### src/rtl/key_press_classifier_pkg.sv
// Shared types and default timing constants for the key gesture classifier.
package key_press_classifier_pkg;

    // Gesture FSM states
    typedef enum logic [2:0] {
        ST_IDLE   = 3'd0,
        ST_PRESS1 = 3'd1,
        ST_WAIT2  = 3'd2,
        ST_PRESS2 = 3'd3,
        ST_LONG   = 3'd4
    } state_e;

    // Defaults for a 50 MHz system clock
    localparam int DEF_CNT_W         = 26;
    localparam int DEF_LONG_TICKS    = 50_000_000;  // 1 s
    localparam int DEF_DBL_GAP_TICKS = 12_500_000;  // 250 ms
    localparam int DEF_REPEAT_TICKS  = 5_000_000;   // 100 ms

endpackage

### src/rtl/key_edge_detect.sv
// Rising-edge detector on the debounced key level.
// The previous-level register resets to 1, so a key already held when reset
// releases produces no rise until it has been released and pressed again.
module key_edge_detect (
    input  logic i_clk,
    input  logic i_rst_n,
    input  logic i_key,
    output logic o_rise
);

    logic r_key_prev;

    // Track last sampled key level
    always_ff @(posedge i_clk or negedge i_rst_n) begin
        if (!i_rst_n) r_key_prev <= 1'b1;
        else          r_key_prev <= i_key;
    end

    assign o_rise = i_key & ~r_key_prev;

endmodule

### src/rtl/key_press_classifier.sv
// Classifies key gestures into one-cycle pulses: short, double, long, repeat.
// One shared timer counts cycles in the current state and is cleared on every
// state entry; each state leaves at or before its threshold, so it never wraps.
// The key level is checked before the threshold, so a release on the
// threshold edge takes the level transition and emits nothing.
module key_press_classifier
    import key_press_classifier_pkg::*;
#(
    parameter int CNT_W         = DEF_CNT_W,
    parameter int LONG_TICKS    = DEF_LONG_TICKS,
    parameter int DBL_GAP_TICKS = DEF_DBL_GAP_TICKS,
    parameter int REPEAT_TICKS  = DEF_REPEAT_TICKS
) (
    input  logic sys_clk,
    input  logic sys_rst_n,
    input  logic key_pressed,
    output logic short_press,
    output logic double_press,
    output logic long_press,
    output logic repeat_pulse,
    output logic busy
);

    localparam logic [CNT_W-1:0] LONG_MAX = CNT_W'(LONG_TICKS - 1);
    localparam logic [CNT_W-1:0] DBL_MAX  = CNT_W'(DBL_GAP_TICKS - 1);
    localparam logic [CNT_W-1:0] REP_MAX  = CNT_W'(REPEAT_TICKS - 1);

    logic             w_rise;
    state_e           r_state;
    logic [CNT_W-1:0] r_timer;
    logic             r_short, r_double, r_long, r_repeat, r_busy;

    key_edge_detect u_edge (
        .i_clk   (sys_clk),
        .i_rst_n (sys_rst_n),
        .i_key   (key_pressed),
        .o_rise  (w_rise)
    );

    // Gesture FSM with shared timer and registered pulse/busy outputs
    always_ff @(posedge sys_clk or negedge sys_rst_n) begin
        if (!sys_rst_n) begin
            r_state  <= ST_IDLE;
            r_timer  <= '0;
            r_short  <= 1'b0;
            r_double <= 1'b0;
            r_long   <= 1'b0;
            r_repeat <= 1'b0;
            r_busy   <= 1'b0;
        end else begin
            r_short  <= 1'b0;
            r_double <= 1'b0;
            r_long   <= 1'b0;
            r_repeat <= 1'b0;
            case (r_state)
                ST_IDLE: begin
                    if (w_rise) begin
                        r_state <= ST_PRESS1;
                        r_timer <= '0;
                        r_busy  <= 1'b1;
                    end
                end
                ST_PRESS1: begin
                    if (!key_pressed) begin
                        r_state <= ST_WAIT2;
                        r_timer <= '0;
                    end else if (r_timer == LONG_MAX) begin
                        r_state <= ST_LONG;
                        r_timer <= '0;
                        r_long  <= 1'b1;
                    end else begin
                        r_timer <= r_timer + CNT_W'(1);
                    end
                end
                ST_WAIT2: begin
                    if (key_pressed) begin
                        r_state <= ST_PRESS2;
                        r_timer <= '0;
                    end else if (r_timer == DBL_MAX) begin
                        r_state <= ST_IDLE;
                        r_timer <= '0;
                        r_short <= 1'b1;
                        r_busy  <= 1'b0;
                    end else begin
                        r_timer <= r_timer + CNT_W'(1);
                    end
                end
                ST_PRESS2: begin
                    if (!key_pressed) begin
                        r_state  <= ST_IDLE;
                        r_timer  <= '0;
                        r_double <= 1'b1;
                        r_busy   <= 1'b0;
                    end else if (r_timer == LONG_MAX) begin
                        // held too long on the second tap: becomes a long press
                        r_state <= ST_LONG;
                        r_timer <= '0;
                        r_long  <= 1'b1;
                    end else begin
                        r_timer <= r_timer + CNT_W'(1);
                    end
                end
                ST_LONG: begin
                    if (!key_pressed) begin
                        r_state <= ST_IDLE;
                        r_timer <= '0;
                        r_busy  <= 1'b0;
                    end else if (r_timer == REP_MAX) begin
                        r_timer  <= '0;
                        r_repeat <= 1'b1;
                    end else begin
                        r_timer <= r_timer + CNT_W'(1);
                    end
                end
                default: begin
                    r_state <= ST_IDLE;
                    r_timer <= '0;
                    r_busy  <= 1'b0;
                end
            endcase
        end
    end

    assign short_press  = r_short;
    assign double_press = r_double;
    assign long_press   = r_long;
    assign repeat_pulse = r_repeat;
    assign busy         = r_busy;

endmodule
### config.mk
export PLATFORM = sky130hd
export DESIGN_NAME = key_press_classifier
export DESIGN_NICKNAME = d
export VERILOG_FILES = /design/src/rtl/key_press_classifier_pkg.sv /design/src/rtl/key_edge_detect.sv /design/src/rtl/key_press_classifier.sv
export SDC_FILE = /design/constraint.sdc
export NUM_CORES = 1
export LEC_CHECK = 0
export BUFFER_PORTS_ARGS = -buffer_cell sky130_fd_sc_hd__buf_2
export CORE_MARGIN = 4
export CORE_UTILIZATION = 61
export CTS_CLUSTER_DIAMETER = 80
export DETAILED_ROUTE_END_ITERATION = 16
export PLACE_DENSITY = 0.8
export SLEW_MARGIN = 20
export SYNTH_ARGS = -nofsm -noshare
export SYNTH_HDL_FRONTEND = slang
export SYNTH_SLANG_ARGS = --single-unit
export TNS_END_PERCENT = 1
### constraint.sdc
create_clock -name sys_clk -period 2.4 [get_ports sys_clk]
set_clock_uncertainty 0.1 [all_clocks]
set_input_delay 0.36 -clock sys_clk [delete_from_list [all_inputs] [get_ports sys_clk]]
set_output_delay 0.36 -clock sys_clk [all_outputs]
set_load 0.01 [all_outputs]
==> After elaboration in Yosys (flattened, before gate mapping) <==
Index checks and enable logic that the tools add are counted.
Widths: inputs -> output; s select.
{ "word_totals": {"wordCells": 62, "in_bits": 3, "reg_bits": 35} }
{ "classes": {"muxes": 32, "bitwise": 3, "reduce_logical": 5, "n_eq_ne": 13, "n_addsub": 1} }
{ "ops": {"columns": ["op", "count"], "rows": [
  ["$mux 26", 7],
  ["$pmux 26 s4", 1],
  ["$add 26x1->26 const B", 1],
  ["$eq 26x23->1 const B", 1],
  ["$eq 26x24->1 const B", 1],
  ["$eq 26x26->1 const B", 1],
  ["$mux 3", 7],
  ["$mux 1", 15],
  ["$pmux 3 s5", 1],
  ["$ne 2x2->1 const B", 4],
  ["$eq 3x2->1 const B", 2],
  ["$reduce_and 5->1", 1],
  ["$pmux 1 s4", 1],
  ["$reduce_or 2->1", 2],
  ["$eq 3x1->1 const B", 1],
  ["$eq 3x3->1 const B", 1],
  ["$logic_not 3->1", 1],
  ["$ne 3x3->1 const B", 1],
  ["$reduce_and 3->1", 1],
  ["$ne 2x1->1 const B", 1],
  ["$not 1->1", 2],
  ["$and 1x1->1", 1]
]} }

==> Depth between registers and ports, before layout <==
{ "depth": {"ltp_word": 4, "depth_mapped": 10, "mapped_depth_nobuf": 7} }

==> Cells and area by module <==
Synthesis repeated with hierarchy kept, for this count alone.
{ "hier_totals": {"hier_cells": 238, "area_unflattened_um2": 2094.5} }
{ "modules_own_cells": {"columns": ["mod", "n_inst", "cells_each", "seq_area_each_um2", "area_each_um2"], "rows": [
  ["key_press_classifier", 1, 236, 850.8, 2054.5],
  ["key_edge_detect", 1, 2, 26.3, 40.0]
]} }

==> Worst setup path after synthesis <==
OpenSTA, ideal clock, no wires.
{ "synth_timing": {"path_kind": "flip-flop to flip-flop", "startpoint": "register r_timer[0]", "endpoint": "register r_timer[20]", "stages_incl_launch_ff": 10, "arrival_time_ns": 2.011, "setup_slack_ns": 0.170, "cell_sequence": "dfrtp_1 -> ha_1 -> nand4_1 -> nor4b_2 -> and4_4 -> o221a_4 -> buf_6 -> buf_6 -> a21oi_2 -> a21o_1"} }
{ "synth_between": {"elab_chain_len": 4, "word_cells_on_any_way": 11, "cone_classes": "add/sub (1); eq/ne (3); mux (7)"} }
{ "synth_rtl": {"columns": ["item", "line_no", "text"], "rows": [
  ["start: declaration", "key_press_classifier.sv:30", "logic [CNT_W-1:0] r_timer;"],
  ["start signal: assignment", "key_press_classifier.sv:72", "r_timer <= r_timer + CNT_W'(1);"],
  ["start signal: assignment", "key_press_classifier.sv:85", "r_timer <= r_timer + CNT_W'(1);"],
  ["start signal: assignment", "key_press_classifier.sv:100", "r_timer <= r_timer + CNT_W'(1);"],
  ["$add 26x1->26 (tied with other cells)", null, null],
  ["$mux 26, on equally long branches", null, null],
  ["$mux 26, on equally long branches", "key_press_classifier.sv:104, key_press_classifier.sv:76, key_press_classifier.sv:89", null],
  ["$pmux 26 s4 (*)", "key_press_classifier.sv:55", "case (r_state)"]
]} }
Every way passes the cells marked *; elsewhere a longest branch is shown, timed or not.
A chain may end at the register's enable or synchronous reset.

==> Worst setup path in the final report <==
{ "layout_timing": {"startpoint": "register r_timer[21]", "endpoint": "register r_timer[8]"} }
{ "layout_between": {"elab_chain_len": 4, "word_cells_on_any_way": 10, "cone_classes": "eq/ne (3); mux (7)"} }
{ "layout_rtl": {"columns": ["item", "line_no", "text"], "rows": [
  ["$eq 26x23->1 (tied with other cells)", "key_press_classifier.sv:108", "end else if (r_timer == REP_MAX) begin"],
  ["$mux 26, on equally long branches", null, null],
  ["$mux 26, on equally long branches", "key_press_classifier.sv:104, key_press_classifier.sv:76, key_press_classifier.sv:89", null],
  ["$pmux 26 s4 (*)", "key_press_classifier.sv:55", null]
]} }
Marks and branches as above.

==> results summary <==
The worst setup slack after layout came out at 0.03313 ns. Traced cell by cell, the critical path runs through or4b_4 > nor4_2 > and4_4 > o221ai_4 > nor2_2 > o21bai_1. The total power density per cell area is 563.0 nW/µm².

The clock transition at the registers of the reported paths came out at 0.10 ns. In this run the top signal layer used is met4. The worst register-to-register path begins at r_timer[21]. The capturing instance or port of the critical path is r_timer[8]. The number of top-level design ports came out at 8. Across all register-to-register paths, the minimum setup slack is 0.03 ns. After detailed routing, the wire length on met1 is 2.237 mm. The total leakage power is 0.9649 nW. Prior to clock tree synthesis, the placed netlist has a worst setup slack of -0.05810 ns. The total routed wirelength is 5.600 mm. Counting flops with an async set or reset pin after synthesis yields a share of 100.0%. The multiplexer share of the synthesized area is 0.9703%. The clock period minus final worst setup slack came out at 2.367 ns. Tracing the worst setup path back leads to its startpoint at r_timer[21]. The die span in x came out at 66.16 µm.

The net total in the final layout came out at 256. Counting along the longest clock path gives a buffer depth of 2. The synthesized netlist cell count came out at 224. TritonCTS built the clock tree. Setup violations remaining at the end of the flow were counted as 0.

The worst relative slew slack is 49.29%. Timing would allow up to 422.5 MHz. The combined buffer and inverter count along the critical path came out at 0. STA classifies the critical path endpoint as a register. The flow ran to the end, and the final reports show no timing, DRC or antenna violations. The vertical die dimension is 66.16 µm. The via count of the first global-routing pass is 1803.

The synthesized netlist occupies a cell area of 2063 µm². The quantity of I/O buffers inserted on ports came out at 7. Dividing the detail-routed wire length by the instance count gives 18.86 µm. The global router's overall resource usage is 26.64%. CTS built an H-tree with a depth of 2. The net count after synthesis came out at 228. The growth of design area from synthesis to finish came out at 18.31%. The area share of fa/ha/maj cells after synthesis came out at 0.6064%.

The synthesized-area fraction occupied by and/or/nand/nor cells came out at 29.65%. Summing the areas of all compound-gate instances in the mapped netlist gives 20.25% of the synthesized area. The critical path in this run is classified as register to register.

The path class of the tightest hold or removal check is input pin to register. Leaving out fill and tap cells, the most frequent cell in the layout is sky130_fd_sc_hd__dfrtp_1. The cell row count is 20. The die covers 4376 µm². The count of pins over their slew limit is 0. The first TritonRoute pass finished after 5 iterations. The critical-path cell with the highest stage delay is sky130_fd_sc_hd__or4b_4. The slew at the pin with the worst max-slew slack is 0.7607 ns. In the final layout, the share of cells above drive strength 1 is 24.11%. For this run, the leading register cell type out of synthesis is sky130_fd_sc_hd__dfrtp_1. In this run, synthesis produced a sequential element count of 35. Setup repair after global routing could not meet its margin everywhere. The ratio of final minimum period to clock period came out at 98.62%. The first global-routing pass estimated 8.921 mm of wire.

The depth of the most critical reg-to-reg path is 6. The number of clock sinks came out at 35. The CTS buffer count came out at 5. The number of antenna violations at the first check in global routing is 0.

The number of antenna-violating nets in the routed design came out at 0. The number of stages on the worst setup path is 6. The insertion delay of the later-clocked pin in the worst-skew pair is 0.34 ns. By area, the combinational part of the netlist is dominated by simple AND/OR/NAND/NOR gates. The total vias in the final route is 2022.

The detailed router's first-iteration violation count is 303. The overflow left after global routing is 0. In the routed layout, each cell is associated on average with a via count of 6.808.

In this design, the stage delay of the slowest critical-path cell is 0.54 ns. The number of remaining DRC errors came out at 0. The capturing point of the worst reg2reg path is r_timer[8]. The final count of hold timing violations came out at 0. During synthesis, Yosys emitted a total of 0 warnings. The detailed route wirelength on metal3 is 557 µm. The xor/xnor cell area share of the yosys netlist is 1.273%. The met2 wire length came out at 2.643 mm. The required time at the endpoint of the critical path is 2.52 ns. The global placement routability congestion is 0.9198.

The arrival time of the worst setup path came out at 2.49 ns. The top cell types in the final layout, fill and taps aside, are sky130_fd_sc_hd__dfrtp_1 (34), sky130_fd_sc_hd__nand2_1 (23), sky130_fd_sc_hd__buf_4 (23). The clock tree root buffer cell is sky130_fd_sc_hd__clkbuf_4.

On the critical path the largest part of the delay comes from simple AND/OR/NAND/NOR gates. At the end of the flow the core is filled with cells to 77.42%. The core region is 3153 µm².

The peak supply drop came out at 0.5200 mV. The starting density of the core came out at 65.44%. The sequential element share of the synthesized area is 42.51%. The total inserted antenna cells is 0. The number of synthesized flops with an enable pin is 0. The placed wire-length estimate is 3.555 mm. Along the worst path, the maximum fanout reaches 6. STA classifies the critical path startpoint as a register.

The post-synthesis average cell area came out at 9.211 µm². Across the run, the number of max-cap violations was 0. Entering global routing, the biggest net connects 36 pins. After synthesis, the netlist uses 52 different library cells.
-- timing repair --
action | in CTS | in global routing
hold endpoints to repair | 17 | 0
gates resized for setup | 0 | 11
cloned | 1 | 2
endpoints found under the setup margin | 4 | 22
hold buffers | 1 | 0
buffers inserted | 0 | 2
pin swaps | 0 | 6
-- layout make-up --
type                            instances  area [µm²]
Inverter                                6       22.52
Sequential cell                        35       877.1
Clock inverter                          1       5.005
Multi-Input combinational cell        171        1177
Timing Repair Buffer                   33       249.0
Clock buffer                            7       55.05
Tap cell                               44       55.05
Fill cell                             216       711.9
-- sequential cells by signal (all words and copies together) (netlist names) --
| register | cells |
|---|---|
| r_timer | 26 |
| repeat_pulse | 1 |
| double_press | 1 |
| long_press | 1 |
| r_state | 3 |
| busy | 1 |
| u_edge.r_key_prev | 1 |
| short_press | 1 |
-- stage by stage --
step	total power, mW	area [µm²]	instances	TNS, ns	hold slack [ns]
global route	1.441	2441	297	-0.3715	0.07852
detailed placement	0.9778	2270	283	-0.1114	0.3716
floorplan	0.8580	2063	224	0	-0.03559
CTS	1.319	2351	293	0	0.07879
global placement	0.9579	2270	283	0	0.3634
finish	1.374	2441	297	0	0.09766
-- cell usage after synthesis (all sizes together) (2+ instances only) --
cell / number / share of area, %
a21oi: 9 / 2.4
a22o: 5 / 2.1
and3: 5 / 1.5
and4: 10 / 4.4
buf: 6 / 2.0
clkbuf: 9 / 1.6
dfrtp: 34 / 41
inv: 6 / 1.1
mux2i: 2 / 0.97
nand2: 23 / 4.2
nand2b: 2 / 0.61
nand3: 12 / 2.9
nand4: 8 / 2.4
nor2: 14 / 2.9
nor2b: 3 / 0.91
nor3: 5 / 1.2
nor4: 6 / 2.7
nor4bb: 2 / 0.97
o211ai: 3 / 1.6
o21ai: 21 / 5.1
o21bai: 2 / 0.73
o22ai: 2 / 0.61
o31ai: 4 / 1.5
o32ai: 3 / 1.3
or3: 6 / 1.8
or4: 2 / 0.73
xor2: 3 / 1.3
-- worst reg2reg max path, delay by kind of cell (launching register included) --
| family | cells | cell delay (ns) |
|---|---|---|
| compound gates | 2 | 0.33 |
| flops | 1 | 0.43 |
| simple gates | 4 | 1.39 |
-- power by group --
part           internal (mW)  switching (mW)
logic                  0.161           0.213
registers              0.625          0.0351
clock network          0.142           0.199
total                  0.927           0.447
-- cells by family after synthesis --
kind of cell | after synthesis
AO/OA/AOI/OAI | 59
AND/OR/NAND/NOR | 103
XOR/XNOR | 3
buffers and inverters | 21
adder cells (fa/ha/maj) | 1
flip-flops | 35
multiplexers | 2
-- routing by layer --
metal / global-route usage (%) / vias up
li1: - / 920
met1: 36.48 / 963
met2: 41.76 / 114
met3: 5.272 / 25
met4: 9.391 / 0
met5: 0 / -
-- worst min path at each step --
stage,startpoint,end,slack (ns),depth (start not counted)
2_1_floorplan,sys_rst_n,busy,-0.04,0
4_1_cts,key_pressed,u_edge.r_key_prev,0.08,1
5_1_grt,key_pressed,u_edge.r_key_prev,0.08,1
3_5_place_dp,sys_rst_n,r_timer[10],0.37,1
3_3_place_gp,sys_rst_n,r_timer[10],0.36,1
6_report,key_pressed,u_edge.r_key_prev,0.1,1
Note: power is estimated with default switching activity, not from simulation.
